## config.mk

```make
export PLATFORM = sky130hd
export DESIGN_NAME = fetch_decode_flat
export DESIGN_NICKNAME = d
export VERILOG_FILES = /design/src/rtl/cpu_pkg.sv /design/src/rtl/fetch_decode_if.sv /design/src/rtl/instr_decoder.sv /design/src/rtl/fetch_decode.sv /design/src/flat_wrapper.sv
export SDC_FILE = /design/constraint.sdc
export NUM_CORES = 2
export LEC_CHECK = 0
export ABC_AREA = 0
export BUFFER_PORTS_ARGS = -buffer_cell sky130_fd_sc_hd__buf_4
export CAP_MARGIN = 20
export CORE_MARGIN = 5
export CORE_UTILIZATION = 55
export CTS_CLUSTER_DIAMETER = 150
export DETAILED_ROUTE_END_ITERATION = 12
export PLACE_DENSITY = 0.71
export SYNTH_ARGS = -nofsm -noshare
export SYNTH_HDL_FRONTEND = slang
export SYNTH_HIERARCHICAL = 1
export SYNTH_SLANG_ARGS = --single-unit
export TNS_END_PERCENT = 10
```

## constraint.sdc

```tcl
create_clock -name clk -period 5.5 [get_ports clk]
set_input_delay 0.825 -clock clk [delete_from_list [all_inputs] [get_ports clk]]
set_output_delay 0.825 -clock clk [all_outputs]
set_load 0.005 [all_outputs]
```

## src/rtl/cpu_pkg.sv

```systemverilog
// Shared CPU definitions: opcode and ALU encodings plus the decoded control bundle.
// Imported by the fetch/decode front end, the datapath and the hazard logic.
package cpu_pkg;

  typedef enum logic [2:0] {
    OpAdd = 3'b000,
    OpSub = 3'b001,
    OpAnd = 3'b010,
    OpOr  = 3'b011,
    OpLw  = 3'b100,
    OpSw  = 3'b101,
    OpBeq = 3'b110,
    OpJ   = 3'b111
  } opcode_e;

  typedef enum logic [2:0] {
    AluAdd = 3'b000,
    AluSub = 3'b001,
    AluAnd = 3'b010,
    AluOr  = 3'b011
  } alu_op_e;

  typedef struct packed {
    alu_op_e alu_op;
    logic    reg_write;
    logic    mem_to_reg;
    logic    mem_read;
    logic    mem_write;
    logic    alu_src;
    logic    reg_dst;
    logic    branch;
    logic    jump;
  } ctrl_t;

  localparam ctrl_t CtrlBubble = '0;

  function automatic opcode_e opcode_of(logic [7:0] instr);
    return opcode_e'(instr[7:5]);
  endfunction

endpackage

```

## src/rtl/fetch_decode_if.sv

```systemverilog
// Bundle between the datapath/loader (master) and the fetch/decode stage (slave).
interface fetch_decode_if #(
  parameter int unsigned CNT_W = 16
);
  logic [7:0]       pc;
  logic             stall;
  logic             flush;
  logic             prog_we;
  logic [7:0]       prog_addr;
  logic [7:0]       prog_data;
  logic [7:0]       instruction;
  logic [2:0]       alu_op;
  logic             reg_write;
  logic             mem_to_reg;
  logic             mem_read;
  logic             mem_write;
  logic             alu_src;
  logic             reg_dst;
  logic             branch;
  logic             jump;
  logic             valid;
  logic [CNT_W-1:0] fetch_count;

  modport master (
    output pc, stall, flush, prog_we, prog_addr, prog_data,
    input  instruction, alu_op, reg_write, mem_to_reg, mem_read, mem_write, alu_src, reg_dst,
           branch, jump, valid, fetch_count
  );

  modport slave (
    input  pc, stall, flush, prog_we, prog_addr, prog_data,
    output instruction, alu_op, reg_write, mem_to_reg, mem_read, mem_write, alu_src, reg_dst,
           branch, jump, valid, fetch_count
  );
endinterface

```

## src/rtl/instr_decoder.sv

```systemverilog
// Combinational decode of an 8-bit instruction into the datapath control bundle.
module instr_decoder
  import cpu_pkg::*;
(
  input  logic [7:0] instruction,
  output ctrl_t      ctrl
);

  opcode_e opcode;
  logic    unused_operand;

  // Operand fields are consumed by the datapath, not by control decode.
  assign unused_operand = ^instruction[4:0];

  always_comb begin
    ctrl   = CtrlBubble;
    opcode = opcode_of(instruction);
    unique case (opcode)
      OpAdd, OpSub, OpAnd, OpOr: begin
        ctrl.reg_write = 1'b1;
        ctrl.reg_dst   = 1'b1;
        ctrl.alu_op    = alu_op_e'(opcode);
      end
      OpLw: begin
        ctrl.reg_write  = 1'b1;
        ctrl.mem_to_reg = 1'b1;
        ctrl.mem_read   = 1'b1;
        ctrl.alu_src    = 1'b1;
        ctrl.alu_op     = AluAdd;
      end
      OpSw: begin
        ctrl.mem_write = 1'b1;
        ctrl.alu_src   = 1'b1;
        ctrl.alu_op    = AluAdd;
      end
      OpBeq: begin
        ctrl.branch = 1'b1;
        ctrl.alu_op = AluSub;
      end
      OpJ: begin
        ctrl.jump   = 1'b1;
        ctrl.alu_op = AluAdd;
      end
      default: ctrl = CtrlBubble;
    endcase
  end

endmodule

```

## src/rtl/fetch_decode.sv

```systemverilog
// Front-end stage: instruction memory, pre-register decode, IF/ID register and fetch counter.
module fetch_decode
  import cpu_pkg::*;
#(
  parameter int unsigned IMEM_DEPTH = 256,
  parameter int unsigned CNT_W      = 16
) (
  input logic           clk,
  input logic           reset,
  fetch_decode_if.slave bus
);

  localparam int unsigned AW = (IMEM_DEPTH > 1) ? $clog2(IMEM_DEPTH) : 1;

  logic [7:0]       mem [IMEM_DEPTH];
  logic [7:0]       fetch_word;
  ctrl_t            fetch_ctrl;
  logic [7:0]       instr_q;
  ctrl_t            ctrl_q;
  logic             valid_q;
  logic [CNT_W-1:0] cnt_q;

  // Addresses past the array read as 8'h00, which still decodes as a valid ADD.
  always_comb begin
    fetch_word = 8'h00;
    if (32'(bus.pc) < IMEM_DEPTH) begin
      fetch_word = mem[bus.pc[AW-1:0]];
    end
  end

  // Program port is deliberately outside reset so loaded code survives a reset.
  always_ff @(posedge clk) begin
    if (bus.prog_we && (32'(bus.prog_addr) < IMEM_DEPTH)) begin
      mem[bus.prog_addr[AW-1:0]] <= bus.prog_data;
    end
  end

  instr_decoder u_instr_decoder (
    .instruction (fetch_word),
    .ctrl        (fetch_ctrl)
  );

  always_ff @(posedge clk) begin
    if (reset) begin
      instr_q <= 8'h00;
      ctrl_q  <= CtrlBubble;
      valid_q <= 1'b0;
      cnt_q   <= '0;
    end else if (bus.flush) begin
      instr_q <= 8'h00;
      ctrl_q  <= CtrlBubble;
      valid_q <= 1'b0;
    end else if (!bus.stall) begin
      instr_q <= fetch_word;
      ctrl_q  <= fetch_ctrl;
      valid_q <= 1'b1;
      if (cnt_q != '1) begin
        cnt_q <= cnt_q + CNT_W'(1);
      end
    end
  end

  assign bus.instruction = instr_q;
  assign bus.alu_op      = ctrl_q.alu_op;
  assign bus.reg_write   = ctrl_q.reg_write;
  assign bus.mem_to_reg  = ctrl_q.mem_to_reg;
  assign bus.mem_read    = ctrl_q.mem_read;
  assign bus.mem_write   = ctrl_q.mem_write;
  assign bus.alu_src     = ctrl_q.alu_src;
  assign bus.reg_dst     = ctrl_q.reg_dst;
  assign bus.branch      = ctrl_q.branch;
  assign bus.jump        = ctrl_q.jump;
  assign bus.valid       = valid_q;
  assign bus.fetch_count = cnt_q;

endmodule

```

## src/flat_wrapper.sv

```systemverilog
// flat-port wrapper written by rule: the top's interface ports become plain ports
module fetch_decode_flat import cpu_pkg::*;
#(
  parameter int unsigned IMEM_DEPTH = 256,
  parameter int unsigned CNT_W      = 16
)
  (clk, reset, bus_pc, bus_stall, bus_flush, bus_prog_we, bus_prog_addr, bus_prog_data, bus_instruction, bus_alu_op, bus_reg_write, bus_mem_to_reg, bus_mem_read, bus_mem_write, bus_alu_src, bus_reg_dst, bus_branch, bus_jump, bus_valid, bus_fetch_count);
  fetch_decode_if #(.CNT_W(CNT_W)) bus_i ();
  input logic clk;
  input logic reset;
  input wire logic [$bits(bus_i.pc)-1:0] bus_pc;
  input wire logic [$bits(bus_i.stall)-1:0] bus_stall;
  input wire logic [$bits(bus_i.flush)-1:0] bus_flush;
  input wire logic [$bits(bus_i.prog_we)-1:0] bus_prog_we;
  input wire logic [$bits(bus_i.prog_addr)-1:0] bus_prog_addr;
  input wire logic [$bits(bus_i.prog_data)-1:0] bus_prog_data;
  output wire logic [$bits(bus_i.instruction)-1:0] bus_instruction;
  output wire logic [$bits(bus_i.alu_op)-1:0] bus_alu_op;
  output wire logic [$bits(bus_i.reg_write)-1:0] bus_reg_write;
  output wire logic [$bits(bus_i.mem_to_reg)-1:0] bus_mem_to_reg;
  output wire logic [$bits(bus_i.mem_read)-1:0] bus_mem_read;
  output wire logic [$bits(bus_i.mem_write)-1:0] bus_mem_write;
  output wire logic [$bits(bus_i.alu_src)-1:0] bus_alu_src;
  output wire logic [$bits(bus_i.reg_dst)-1:0] bus_reg_dst;
  output wire logic [$bits(bus_i.branch)-1:0] bus_branch;
  output wire logic [$bits(bus_i.jump)-1:0] bus_jump;
  output wire logic [$bits(bus_i.valid)-1:0] bus_valid;
  output wire logic [$bits(bus_i.fetch_count)-1:0] bus_fetch_count;
  assign bus_i.pc = bus_pc;
  assign bus_i.stall = bus_stall;
  assign bus_i.flush = bus_flush;
  assign bus_i.prog_we = bus_prog_we;
  assign bus_i.prog_addr = bus_prog_addr;
  assign bus_i.prog_data = bus_prog_data;
  assign bus_instruction = bus_i.instruction;
  assign bus_alu_op = bus_i.alu_op;
  assign bus_reg_write = bus_i.reg_write;
  assign bus_mem_to_reg = bus_i.mem_to_reg;
  assign bus_mem_read = bus_i.mem_read;
  assign bus_mem_write = bus_i.mem_write;
  assign bus_alu_src = bus_i.alu_src;
  assign bus_reg_dst = bus_i.reg_dst;
  assign bus_branch = bus_i.branch;
  assign bus_jump = bus_i.jump;
  assign bus_valid = bus_i.valid;
  assign bus_fetch_count = bus_i.fetch_count;
  fetch_decode #(.IMEM_DEPTH(IMEM_DEPTH), .CNT_W(CNT_W)) u_core (.clk(clk), .reset(reset), .bus(bus_i));
endmodule
```

==> impl_metrics.tcl <==
set metrics [dict create \
    ant_nets 0 \
    clockPowerShare 0.419 \
    viasPerCell 6.73 \
    grt_antenna_before_repair 11 \
    cts_tree "built" \
    die_w_microns 394 \
    largest_register_ffs 2048 \
    hp-class "in -> reg" \
    path_max_fanout 73 \
    dp_slack_ns 0.729 \
    cts-hold-fix-buffers 0 \
    rsz0062_at_grt "false" \
    overflow 0 \
    syn_area_sq_um 81300 \
    htree_num_levels 4 \
    dr.pass1.iters 7 \
    pwr-share-seq 0.530 \
    seqCellArea_sq_um 62200 \
    path_class "in -> reg" \
    postCtsSetupBuffers 0 \
    syn_area_per_cell_sq_um 20.5 \
    min_to "u_core/bus.fetch_count[13]" \
    grt_max_degree 212 \
    route.detailed.drc 0 \
    maxCapViolations 0 \
    routed_wl_mm 215 \
    clkSinkCount 2084 \
    fill_cells 9910 \
    arrival_ns 4.73 \
    drive_gt1_frac 0.232 \
    clk_root_buffer_cell "clkbuf_16" \
    wl_per_cell_microns 34.3 \
    setup_slack_ns 1.51 \
    ctsResizeCount 0 \
    swShare 0.212 \
    placementRows 141 \
    core_area_sq_um 147000 \
    finalMaxSlewViolations 0 \
    hold_depth 2 \
    grt_usage 0.274 \
    grtUsageMet1 0.383 \
    vias 42092 \
    powerDensity_nw_per_um2 363 \
    p_leak_nw 28.6 \
    power_switching_mw 7.01 \
    clk_latency_ns 0.81 \
    dieHeight_microns 394 \
    grt_util_met2 0.424 \
    drt_first_iter_violations 5603 \
    cts.clk_slew.worst_paths_ns 0.06 \
    hp-start "reset" \
    reg2reg_slack_ns 2.23 \
    r2r_end "u_core/bus.jump" \
    area_delta_synth_final_pct 11.9 \
    cp-end-kind "register" \
    hpwl_mm 135 \
    grt_pass1_vias 41255 \
    num-nets-final 4181 \
    r2r_start "u_core/mem[117][6]" \
    worstMarginPinSlew_ns 1.19 \
    ir_worst_vdd_uv 278 \
    internal_power_mw 26.0 \
    portBuffers 64 \
    layout.cells.most_common "edfxtp_1" \
    met3_usage 0.0713 \
    cts_buffers 201 \
    cts_buffer_depth 3 \
    status "completed" \
    cp.required_ns 6.25 \
    ff2ff_path_depth 9 \
    fin_crit_sh 0.725 \
    finalSetupViolCount 0 \
    finalSetupTns_ns 0 \
    die-area_sq_um 156000 \
    grt_pass1_wl_mm 306 \
    start_util 0.552 \
    place_area_sq_um 84300 \
    slew-limit-headroom 0.199 \
    busiest_layer "met2" \
    pin_count 65 \
    place.gp.congestion 0.941 \
    synth_cells 3968 \
    finalCriticalPeriod_ns 3.99 \
    pwr-share-comb 0.051 \
    cp-start-kind "input port" \
    yosys_warnings 6 \
    postLayoutCellArea_sq_um 91000 \
    finClkSkew_ns 0.0206 \
    multi_input_area_sq_um 17600 \
    synthesis.nets 3998 \
    final_cell_mix "edfxtp_1 (2048), mux4_2 (459), nor2_1 (339)" \
    hold_violations 0 \
    fmax_mhz 251 \
]
final cells by class:
class                      count  share of cell area
antenna                        5            0.000138
sequential                  2084               0.684
clock inverter               138              0.0153
timing repair buffer         214              0.0221
clock buffer                 238              0.0577
inverter                       9            0.000371
tap                         1930              0.0265
multi-input combinational   1641               0.194
critical path, cell delays in order:
cell and delay (ns):
buf_8 0.50, buf_12 0.38, nand2b_1 0.55, o22ai_1 0.18, nor3_1 0.46, nor3_1 0.21
a221oi_2 0.74, inv_1 0.16, nor3_1 0.30, mux2i_1 0.13, nor2_1 0.10
power by group through the flow:
stage | combinational [mW] | clock [mW] | sequential [mW]
5_1_grt | 1.76 | 14.7 | 17.5
4_1_cts | 1.68 | 14.0 | 17.5
6_report | 1.70 | 13.8 | 17.5
3_3_place_gp | 1.65 | 0 | 17.8
2_1_floorplan | 0.892 | 0 | 17.8
3_5_place_dp | 1.67 | 0 | 17.8
worst max-delay path by stage:
stage | from | to | slack [ns] | cells past startpoint
floorplan | bus_pc[0] | u_core/bus.mem_to_reg | 2.11 | 15
global placement | bus_pc[1] | u_core/bus.instruction[4] | 0.81 | 10
detailed placement | bus_pc[1] | u_core/bus.mem_to_reg | 0.73 | 11
CTS | bus_pc[1] | u_core/bus.mem_to_reg | 1.63 | 11
global route | bus_pc[1] | u_core/bus.mem_to_reg | 1.43 | 11
finish | bus_pc[1] | u_core/bus.mem_to_reg | 1.51 | 11
metrics by stage:
step	utilization	hold WS, ns	power [mW]	std cells
global route	0.618	0.315	33.9	6254
CTS	0.617	0.285	33.2	6251
floorplan	-	0.442	18.7	3968
detailed placement	0.572	0.443	19.5	5875
global placement	0.572	0.438	19.5	5874
finish	0.618	0.334	33.0	6259
per-layer routing:
metal,vias to the layer above,routed length [microns]
li1,16783,-
met1,22065,79100
met2,2764,101000
met3,474,25000
met4,6,9760
met5,-,84
No activity file was read; power rests on OpenSTA's default activity.
